### config.mk
export PLATFORM = sky130hd
export DESIGN_NAME = tx_arbiter
export DESIGN_NICKNAME = d
export VERILOG_FILES = /design/src/rtl/tx_arbiter.sv
export SDC_FILE = /design/constraint.sdc
export NUM_CORES = 1
export LEC_CHECK = 0
export CAP_MARGIN = 20
export CORE_MARGIN = 4
export CORE_UTILIZATION = 35
export DETAILED_ROUTE_END_ITERATION = 8
export MAX_ROUTING_LAYER = met4
export PLACE_DENSITY = 0.69
export SLEW_MARGIN = 30
export SYNTH_ARGS = -nofsm -noshare
export SYNTH_HDL_FRONTEND = slang
export SYNTH_SLANG_ARGS = --single-unit
### constraint.sdc
create_clock -name clock -period 3.7 [get_ports clock]
set_input_delay 0.74 -clock clock [delete_from_list [all_inputs] [get_ports clock]]
set_output_delay 0.74 -clock clock [all_outputs]
set_load 0.01 [all_outputs]
### src/rtl/tx_arbiter.sv
// tx_arbiter: round-robin sharing of one serial transmitter between N multi-char requesters.
// Optional WAIT_TX watchdog enabled by defining TX_ARBITER_TIMEOUT_EN.
module tx_arbiter #(
    parameter int N = 3,
    parameter int W = 8,
    parameter int TIMEOUT_CYCLES = 1000000
) (
    input  logic           clock,
    input  logic           reset,
    input  logic [N-1:0]   req,
    input  logic [N*W-1:0] char_in,
    input  logic [N-1:0]   last_in,
    input  logic           pronto_tx,
    output logic           partida_tx,
    output logic [W-1:0]   dado_tx,
    output logic [N-1:0]   grant,
    output logic [N-1:0]   prox_char,
    output logic [N-1:0]   fim,
    output logic           ocupado,
    output logic           erro_timeout
);
    localparam int PW = $clog2(N);
    typedef enum logic [2:0] {IDLE, LOAD, START, WAIT_TX, NEXT, DONE} state_t;
    state_t state, state_n;
    logic [PW-1:0] ptr, g, win, idx;
    logic any, last_r, tmo;
    if (N < 2 || N > 8 || W < 1 || TIMEOUT_CYCLES < 2) begin : g_bad_cfg
        $error("tx_arbiter: unsupported parameter values");
    end
    // scan from the highest offset down so the first requester after ptr wins last
    always_comb begin
        win = '0;
        idx = '0;
        any = |req;
        for (int k = N - 1; k >= 0; k--) begin
            idx = PW'((int'(ptr) + k) % N);
            if (req[idx]) win = idx;
        end
    end
`ifdef TX_ARBITER_TIMEOUT_EN
    localparam int CW = $clog2(TIMEOUT_CYCLES);
    logic [CW-1:0] cnt;
    logic to_r;
    assign tmo = state == WAIT_TX && !pronto_tx && cnt == CW'(TIMEOUT_CYCLES - 1);
    assign erro_timeout = to_r;
    always_ff @(posedge clock) begin
        if (reset) begin
            cnt  <= '0;
            to_r <= 1'b0;
        end else begin
            cnt  <= (state == WAIT_TX) ? cnt + 1'b1 : '0;
            to_r <= tmo;
        end
    end
`else
    assign tmo = 1'b0;
    assign erro_timeout = 1'b0;
`endif
    always_comb begin
        state_n = state;
        case (state)
            IDLE:    state_n = any ? LOAD : IDLE;
            LOAD:    state_n = START;
            START:   state_n = WAIT_TX;
            WAIT_TX: state_n = pronto_tx ? (last_r ? DONE : NEXT) : (tmo ? DONE : WAIT_TX);
            NEXT:    state_n = LOAD;
            DONE:    state_n = IDLE;
            default: state_n = IDLE;
        endcase
    end
    always_ff @(posedge clock) begin
        if (reset) begin
            state   <= IDLE;
            ptr     <= '0;
            g       <= '0;
            grant   <= '0;
            dado_tx <= '0;
            last_r  <= 1'b0;
        end else begin
            state <= state_n;
            if (state == IDLE && any) begin
                g     <= win;
                grant <= N'(1) << win;
            end
            if (state == LOAD) begin
                dado_tx <= char_in[g*W +: W];
                last_r  <= last_in[g];
            end
            if (state == DONE) begin
                grant <= '0;
                ptr   <= (g == PW'(N - 1)) ? '0 : g + 1'b1;
            end
        end
    end
    assign partida_tx = state == START;
    assign prox_char  = (state == NEXT) ? grant : '0;
    assign fim        = (state == DONE) ? grant : '0;
    assign ocupado    = state != IDLE;
endmodule
==> results of run 1 <==
==> registers in the layout, indices dropped and copies added (netlist names) <==
signal and flops:
grant 3, g 2, last_r 1, state 3, dado_tx 8, ptr 2
==> power groups by stage <==
stage	Sequential, mW	Combinational (mW)	Clock (mW)
4_1_cts	0.263	0.209	0.112
3_3_place_gp	0.267	0.204	0
3_5_place_dp	0.268	0.208	0
2_1_floorplan	0.261	0.123	0
6_report	0.263	0.207	0.109
5_1_grt	0.268	0.227	0.119
==> worst min path at each step <==
stage	slack [ns]	cells past startpoint	endpoint	startpoint
6_report	0.51	2	dado_tx[5]	dado_tx[5]
5_1_grt	0.53	2	dado_tx[2]	dado_tx[2]
4_1_cts	0.51	2	dado_tx[0]	dado_tx[0]
3_5_place_dp	0.49	2	dado_tx[0]	dado_tx[0]
3_3_place_gp	0.48	2	ptr[1]	ptr[1]
2_1_floorplan	0.46	2	ptr[1]	ptr[1]
==> metal layers <==
layer  up-vias  wire [µm]
met5         -          0
met4         0         10
met3         2        130
met2        29       1550
met1       530       1310
li1        584          -
==> placed cells by master (no fill, tap or decap), types with 2 or more instances in the layout <==
master	count
clkbuf_4	3
nor2b_1	3
nand2_1	7
clkdlybuf4s50_1	51
a211oi_2	2
and3_1	3
a21oi_1	15
mux2i_1	12
ha_1	3
nor3_1	3
a31oi_1	2
and2b_1	2
o21ai_0	2
a211oi_1	8
dfxtp_1	19
inv_1	4
nand3b_1	2
nor2_1	22
and2_1	3
==> kinds of logic after synthesis <==
group / count (synthesis) / synth area share (%)
AND/OR/NAND/NOR: 54 / 26.0
AO/OA/AOI/OAI: 35 / 19.8
flip-flops: 19 / 32.5
multiplexers: 13 / 11.2
adder cells (fa/ha/maj): 3 / 3.21
buffers and inverters: 15 / 7.05
other: 1 / 0.320
==> worst reg2reg max path: cells and delay by family (launching register included) <==
kind	cells	cell delay, ns
multiplexers	1	0.23
flip-flops	1	0.38
AO/OA/AOI/OAI	2	0.47
adder cells (fa/ha/maj)	1	0.36
AND/OR/NAND/NOR	1	0.25
buffers and inverters	1	0.07
==> final cells by class <==
class | instances | area share, %
clock buffers | 4 | 1.55
flip-flops and latches | 19 | 22.4
repair buffers | 51 | 30.0
inverters | 5 | 1.10
well taps | 44 | 3.24
multi-input cells | 106 | 41.7
==> results.toml, run 1 <==
[status]
status = "finished clean"

[sta]
finalSetupViolCount = 0
max_freq_mhz = 387
rsz0062_at_grt = "no"
tightest_slew_ns = 0.680
setup_slack_ns = 1.12
period_needed_ns = 2.58
skew_ns = 0.00336
holdWs_ns = 0.505
maxSlewViolCount = 0
hold_viol_final = 0
fin_crit_sh_pct = 69.8
relSlewSlack_pct = 54.6
setup_tns_ns = 0

[route]
drt-total-wl_mm = 3.00
antenna_left = 0
route.detailed.drc = 0
dr.pass1.iters = 6
via_count = 1145
post_drt_wl_per_cell_um = 13.1
routed_via_density = 5.00
drt_iter0_drc = 73

[final_layout]
synthToLayoutAreaGrowth_pct = 45.1
antenna_cells = 0
finish.instance_area_mm2 = 0.00170
fillCellCount = 300
ff_latch_area_um2 = 380
nNetsFinal = 222
fin_cells = 229
utilization_pct = 54.3
drive_above_1_share_pct = 5.41
multiInputGateArea_um2 = 708

[clock_network]
path_clk_slew_ns = 0.11
cts_buffers = 3
cts_tree = "built"
clockRootBuffer = "clkbuf_4"
cts_resized = 0
hold_buffers = 0
clock_latency_ns = 0.30
clock_path_buffers = 2
post_cts_buffers = 0
htreeDepth = 1
clkSinkCount = 19

[worst_setup_path]
required_ns = 2.96
crit_fanout = 12
endpoint = "fim[0]"
r2r_start = "ptr[0]"
path_delay_family = "flip-flops"
r2r_slack_ns = 1.86
crit_chain = "and3b_1, and2_1, clkdlybuf4s50_1"
r2r_cells = 6
cp-end-kind = "primary output"
r2r_end = "grant[1]"
cpPeakStageDelay_ns = 0.58
crit_path_start = "state[2]"
slowest_stage = "dfxtp_1"
path_buf_inv = 1
critPathLaunchType = "flip-flop"
cp.depth = 3
critical_path_arrival_ns = 1.84
crit_type = "reg2out"

[placement]
dp_hpwl_mm = 2.38
dpl.cell_count = 225
placed_area_mm2 = 0.00167
gp_congestion = 0.836
numPortBuffers = 51
pre_cts_ws_ns = 1.39

[power_and_ir_drop]
p_leak_nw = 0.629
swShare_pct = 32.3
p_switching_mw = 0.187
peakVddDrop_v = 0.000146
p_comb_share_pct = 35.7
power.internal_mw = 0.392
pwr-share-clk_pct = 18.9
power_mw = 0.579
power-per-cell-area_mw_per_mm2 = 341
seqPwrFrac_pct = 45.4

[synth]
syn_area_per_cell_um2 = 8.37
ys_seq_area_share_pct = 32.5
synth_cells = 140
yosysMostFrequentCell = "nor2_1"
synth_top_area_cell = "dfxtp_1"
synth_area_leaders = "dfxtp_1 32%, mux2i_1 10%, nor2_1 7.1%, a21oi_1 6.4%, a211oi_1 5.1%"
synth.cell_area_mm2 = 0.00117
synth_ff_type = "dfxtp_1"
synth_edf_count = 0
synthDistinctLibCells = 39
synth_seq_cells = 19
syn-num-nets = 176
synthTopCellsByCount = "22 x nor2_1, 19 x dfxtp_1, 15 x a21oi_1"
synth_async_sr_flop_share_pct = 0
yosys_warnings = 0
yosysTopAreaCellShare_pct = 32.5

[global_routing]
grt_pass1_wl_mm = 4.86
grt_max_degree = 19
grt_pass1_vias = 1046
use_met3_pct = 2.38
antenna_found_initial = 0
met1_usage_pct = 18.8
use_met2_pct = 22.9
grt_usage_pct = 14.6
overflow = 0
busiest_layer = "met2"

[die]
initial_core_util_pct = 37.4
die_area_mm2 = 0.00434
pin_count = 53
rows = 20
die_h_um = 65.8
die_w_um = 65.8
core_area_mm2 = 0.00313

[run]
cap_violations = 0

[hold_path]
hp-class = "reg2reg"
Note: power is estimated with default switching activity, not from simulation.
==> run 2: changes to the inputs <==
==> constraint.sdc (replaced) <==
create_clock -name clock -period 2.61 [get_ports clock]
set_input_delay 0.522 -clock clock [delete_from_list [all_inputs] [get_ports clock]]
set_output_delay 0.522 -clock clock [all_outputs]
set_load 0.01 [all_outputs]
==> run 2 against run 1 <==
Compared with the run above:
- critical path depth stayed put
- clock-buffer cell count stayed put
- wire length grew 1.3%
- via count fell by 2.2%
- combinational power increased by 44%
- non-clock buffer count rose by 2
- clock skew is 0.0011 ns higher
- core utilization grew 0.48 points
- setup slack got worse by 0.89 ns
- critical path type unchanged
==> results.toml, run 2 (synthesis gave the netlist of run 1 again) <==
[status]
status = "finished clean"

[global_routing]
grt_usage_pct = 14.5
grt_pass1_wl_mm = 4.83
overflow = 0
grt_max_degree = 19
antenna_found_initial = 0
grt_pass1_vias = 1040

[final_layout]
largest_registers = "dado_tx (8), grant (3), state (3)"
nNetsFinal = 224
layout_common_cells = "51 x clkdlybuf4s50_1, 22 x nor2_1, 19 x dfxtp_1"
fillCellCount = 316
synthToLayoutAreaGrowth_pct = 46.4
final_common_cell = "clkdlybuf4s50_1"
drive_above_1_share_pct = 6.42
largest_reg_flops = 8
largest-register = "dado_tx"
antenna_cells = 0

[sta]
rsz0062_at_grt = "no"
holdWs_ns = 0.508
maxSlewViolCount = 0
fin_crit_sh_pct = 91.2
period_needed_ns = 2.38
tightest_slew_ns = 0.703
setup_tns_ns = 0
max_freq_mhz = 420
relSlewSlack_pct = 53.1
hold_viol_final = 0
finalSetupViolCount = 0
skew_ns = 0.00444

[route]
routed_via_density = 4.85
drt-total-wl_mm = 3.04
drt_iter0_drc = 58
via_count = 1120
antenna_left = 0
dr.pass1.iters = 4
route.detailed.drc = 0
post_drt_wl_per_cell_um = 13.2

[run]
cap_violations = 0

[die]
die_area_mm2 = 0.00434
rows = 20
initial_core_util_pct = 37.4
die_h_um = 65.8
pin_count = 53
die_w_um = 65.8
core_area_mm2 = 0.00313

[worst_setup_path]
cp-end-kind = "primary output"
r2r_end = "grant[1]"
r2r_start = "ptr[0]"
crit_fanout = 12
r2r_slack_ns = 0.85
critPathLaunchType = "flip-flop"
crit_type = "reg2out"
required_ns = 2.09
critical_path_arrival_ns = 1.86
r2r_cells = 6

[clock_network]
clockRootBuffer = "clkbuf_4"
htreeDepth = 1
cts_resized = 0
cts_buffers = 3
path_clk_slew_ns = 0.12
post_cts_buffers = 0
clock_latency_ns = 0.30
clock_path_buffers = 2
hold_buffers = 0
clkSinkCount = 19
cts_tree = "built"

[hold_path]
hp-class = "reg2reg"
holdPathEnd = "dado_tx[2]"
hp-start = "dado_tx[2]"
hold_path_depth = 2

[placement]
gp_congestion = 0.835
dp_hpwl_mm = 2.40
numPortBuffers = 51

[power_and_ir_drop]
peakVddDrop_v = 0.000219
power-per-cell-area_mw_per_mm2 = 482
p_leak_nw = 0.639
==> run 2: worst max path at each step <==
stage | from | end | slack [ns] | cells after the start
detailed placement | req[1] | grant[1] | 0.53 | 5
floorplan | ptr[0] | grant[1] | 1.06 | 6
global placement | req[1] | grant[1] | 0.63 | 5
CTS | state[2] | fim[0] | 0.24 | 3
finish | state[2] | fim[0] | 0.23 | 3
global route | state[2] | fim[1] | 0.13 | 3
==> run 2: power breakdown <==
group          internal [mW]  total [mW]  switching, mW
Combinational          0.171       0.298          0.127
Clock                 0.0595       0.157         0.0971
Sequential             0.327       0.371         0.0436
==> run 2: cell type report <==
type / count / area, µm² / area share, %
Clock buffer: 4 / 26.3 / 1.53
Inverter: 5 / 18.8 / 1.09
Multi-Input combinational cell: 106 / 708 / 41.3
Sequential cell: 19 / 380 / 22.2
Tap cell: 44 / 55.1 / 3.21
Timing Repair Buffer: 53 / 526 / 30.7
==> run 2: per-stage QoR <==
step	instances	utilization (%)	area [µm²]	power, mW	setup slack, ns
2_1_floorplan	140	-	1170	0.544	1.06
3_3_place_gp	227	54.0	1690	0.670	0.626
4_1_cts	231	54.8	1710	0.832	0.242
6_report	231	54.8	1710	0.826	0.230
3_5_place_dp	227	54.0	1690	0.676	0.532
5_1_grt	231	54.8	1710	0.876	0.133
==> run 2: worst max-delay path, cell delays in order, from the launching register on <==
cell	delay, ns
dfxtp_1	0.59
and3b_1	0.29
and2_1	0.14
clkdlybuf4s50_1	0.53
==> run 2: per-layer routing <==
layer  share of wire [%]  routed length [µm]  track usage (%)
met5                   0                   0                -
met4                   0                   0             5.44
met3                 3.7                 113             2.38
met2                  50                1520             22.7
met1                  46                1400             18.6
==> run 3: changes to the inputs <==
--- a/config.mk
+++ b/config.mk
@@ -11,6 +11,7 @@
 export DETAILED_ROUTE_END_ITERATION = 8
 export MAX_ROUTING_LAYER = met4
 export PLACE_DENSITY = 0.69
+export REMOVE_ABC_BUFFERS = 1
 export SLEW_MARGIN = 30
 export SYNTH_ARGS = -nofsm -noshare
 export SYNTH_HDL_FRONTEND = slang
==> run 3 against run 2 <==
Compared with the run above:
- final area decreased by 0.36%
- die area unchanged
- core utilization decreased by 0.20 points
- critical path depth unchanged
- register-to-register slack about the same
- clock skew increased by 0.0051 ns
- setup slack improved by 0.011 ns
- non-clock buffer count decreased by 1
- maximum frequency increased by 0.46%
- power decreased by 0.69%
- final cell count decreased by 0.43%
- largest power group unchanged
==> results.toml, run 3 (synthesis gave the netlist of run 1 again) <==
[worst_setup_path]
r2r_slack_ns = 0.84
r2r_end = "grant[1]"
cp-end-kind = "primary output"
crit_type = "reg2out"
required_ns = 2.09
critPathLaunchType = "flip-flop"
crit_fanout = 12
critical_path_arrival_ns = 1.85
r2r_start = "ptr[0]"
r2r_cells = 6

[final_layout]
largest_reg_flops = 8
largest_registers = "dado_tx (8), grant (3), state (3)"
drive_above_1_share_pct = 6.45
antenna_cells = 0
synthToLayoutAreaGrowth_pct = 45.8
final_common_cell = "clkdlybuf4s50_1"
nNetsFinal = 223
finish.instance_area_mm2 = 0.00171
layout_common_cells = "51 x clkdlybuf4s50_1, 22 x nor2_1, 19 x dfxtp_1"
largest-register = "dado_tx"

[global_routing]
overflow = 0
grt_max_degree = 19
grt_pass1_wl_mm = 4.77
grt_usage_pct = 14.5
antenna_found_initial = 0
grt_pass1_vias = 1045

[die]
die_area_mm2 = 0.00434
core_area_mm2 = 0.00313
die_w_um = 65.8
rows = 20
die_h_um = 65.8
initial_core_util_pct = 37.4
pin_count = 53

[sta]
finalSetupViolCount = 0
hold_viol_final = 0
setup_tns_ns = 0
max_freq_mhz = 422
fin_crit_sh_pct = 90.8
tightest_slew_ns = 0.687
holdWs_ns = 0.500
setup_slack_ns = 0.241
maxSlewViolCount = 0
skew_ns = 0.00952
rsz0062_at_grt = "no"
relSlewSlack_pct = 54.2
period_needed_ns = 2.37

[power_and_ir_drop]
power_mw = 0.820
p_leak_nw = 0.637
p_switching_mw = 0.266
p_comb_share_pct = 36.0
peakVddDrop_v = 0.000218
seqPwrFrac_pct = 45.6
swShare_pct = 32.4
pwr-share-clk_pct = 18.4
power.internal_mw = 0.554
power-per-cell-area_mw_per_mm2 = 480

[placement]
gp_congestion = 0.829
numPortBuffers = 51
pre_cts_ws_ns = 0.514
placed_area_mm2 = 0.00168
dp_hpwl_mm = 2.43

[clock_network]
htreeDepth = 1
clkSinkCount = 19
cts_buffers = 3
cts_resized = 0
path_clk_slew_ns = 0.12
post_cts_buffers = 0
clockRootBuffer = "clkbuf_4"
clock_latency_ns = 0.30
cts_tree = "built"
clock_path_buffers = 2
hold_buffers = 0

[hold_path]
hp-start = "grant[2]"
hold_path_depth = 2
hp-class = "reg2reg"
holdPathEnd = "grant[2]"

[route]
route.detailed.drc = 0
antenna_left = 0
dr.pass1.iters = 4
via_count = 1127
routed_via_density = 4.90
drt-total-wl_mm = 3.05
post_drt_wl_per_cell_um = 13.3
drt_iter0_drc = 30

[run]
cap_violations = 0

[status]
status = "finished clean"
==> run 3: worst max-delay path by stage <==
stage          startpoint        to  slack, ns
2_1_floorplan      ptr[0]  grant[1]       1.06
3_3_place_gp       req[1]  grant[1]       0.62
3_5_place_dp       req[1]  grant[1]       0.51
4_1_cts          state[2]    fim[0]       0.22
5_1_grt          state[2]    fim[0]       0.09
6_report         state[2]    fim[0]       0.24
==> run 3: per-stage QoR <==
stage	instances	util [%]
global placement	226	53.7
detailed placement	226	53.7
CTS	230	54.6
finish	230	54.6
floorplan	130	-
global route	230	54.6
==> run 3: power by group through the flow <==
stage                     registers [mW]  logic (mW)  clock network, mW
after CTS                          0.375       0.297              0.158
after detailed placement           0.381       0.296                  0
after floorplan                    0.383       0.142                  0
final                              0.374       0.295              0.151
after global placement             0.379       0.291                  0
after global routing               0.383       0.323              0.169
==> run 3: worst max-delay path, stage by stage, from the launching register on <==
cell and delay (ns):
dfxtp_1 0.60, and3b_1 0.27, and2_1 0.14, clkdlybuf4s50_1 0.54
==> run 3: cell type report <==
type | count | area, µm²
timing repair buffer | 52 | 518
multi-input combinational | 106 | 708
clock buffer | 3 | 22.5
fill | 299 | 1420
sequential | 19 | 380
inverter | 5 | 18.8
tap | 44 | 55.1
clock inverter | 1 | 5.00
==> run 3: routing by layer <==
metal | up-vias | global-route usage (%) | wire length (µm)
met1 | 519 | 17.7 | 1380
met2 | 23 | 23.9 | 1510
met5 | - | - | 0
met3 | 2 | 2.72 | 134
li1 | 583 | - | -
met4 | 0 | 4.66 | 25
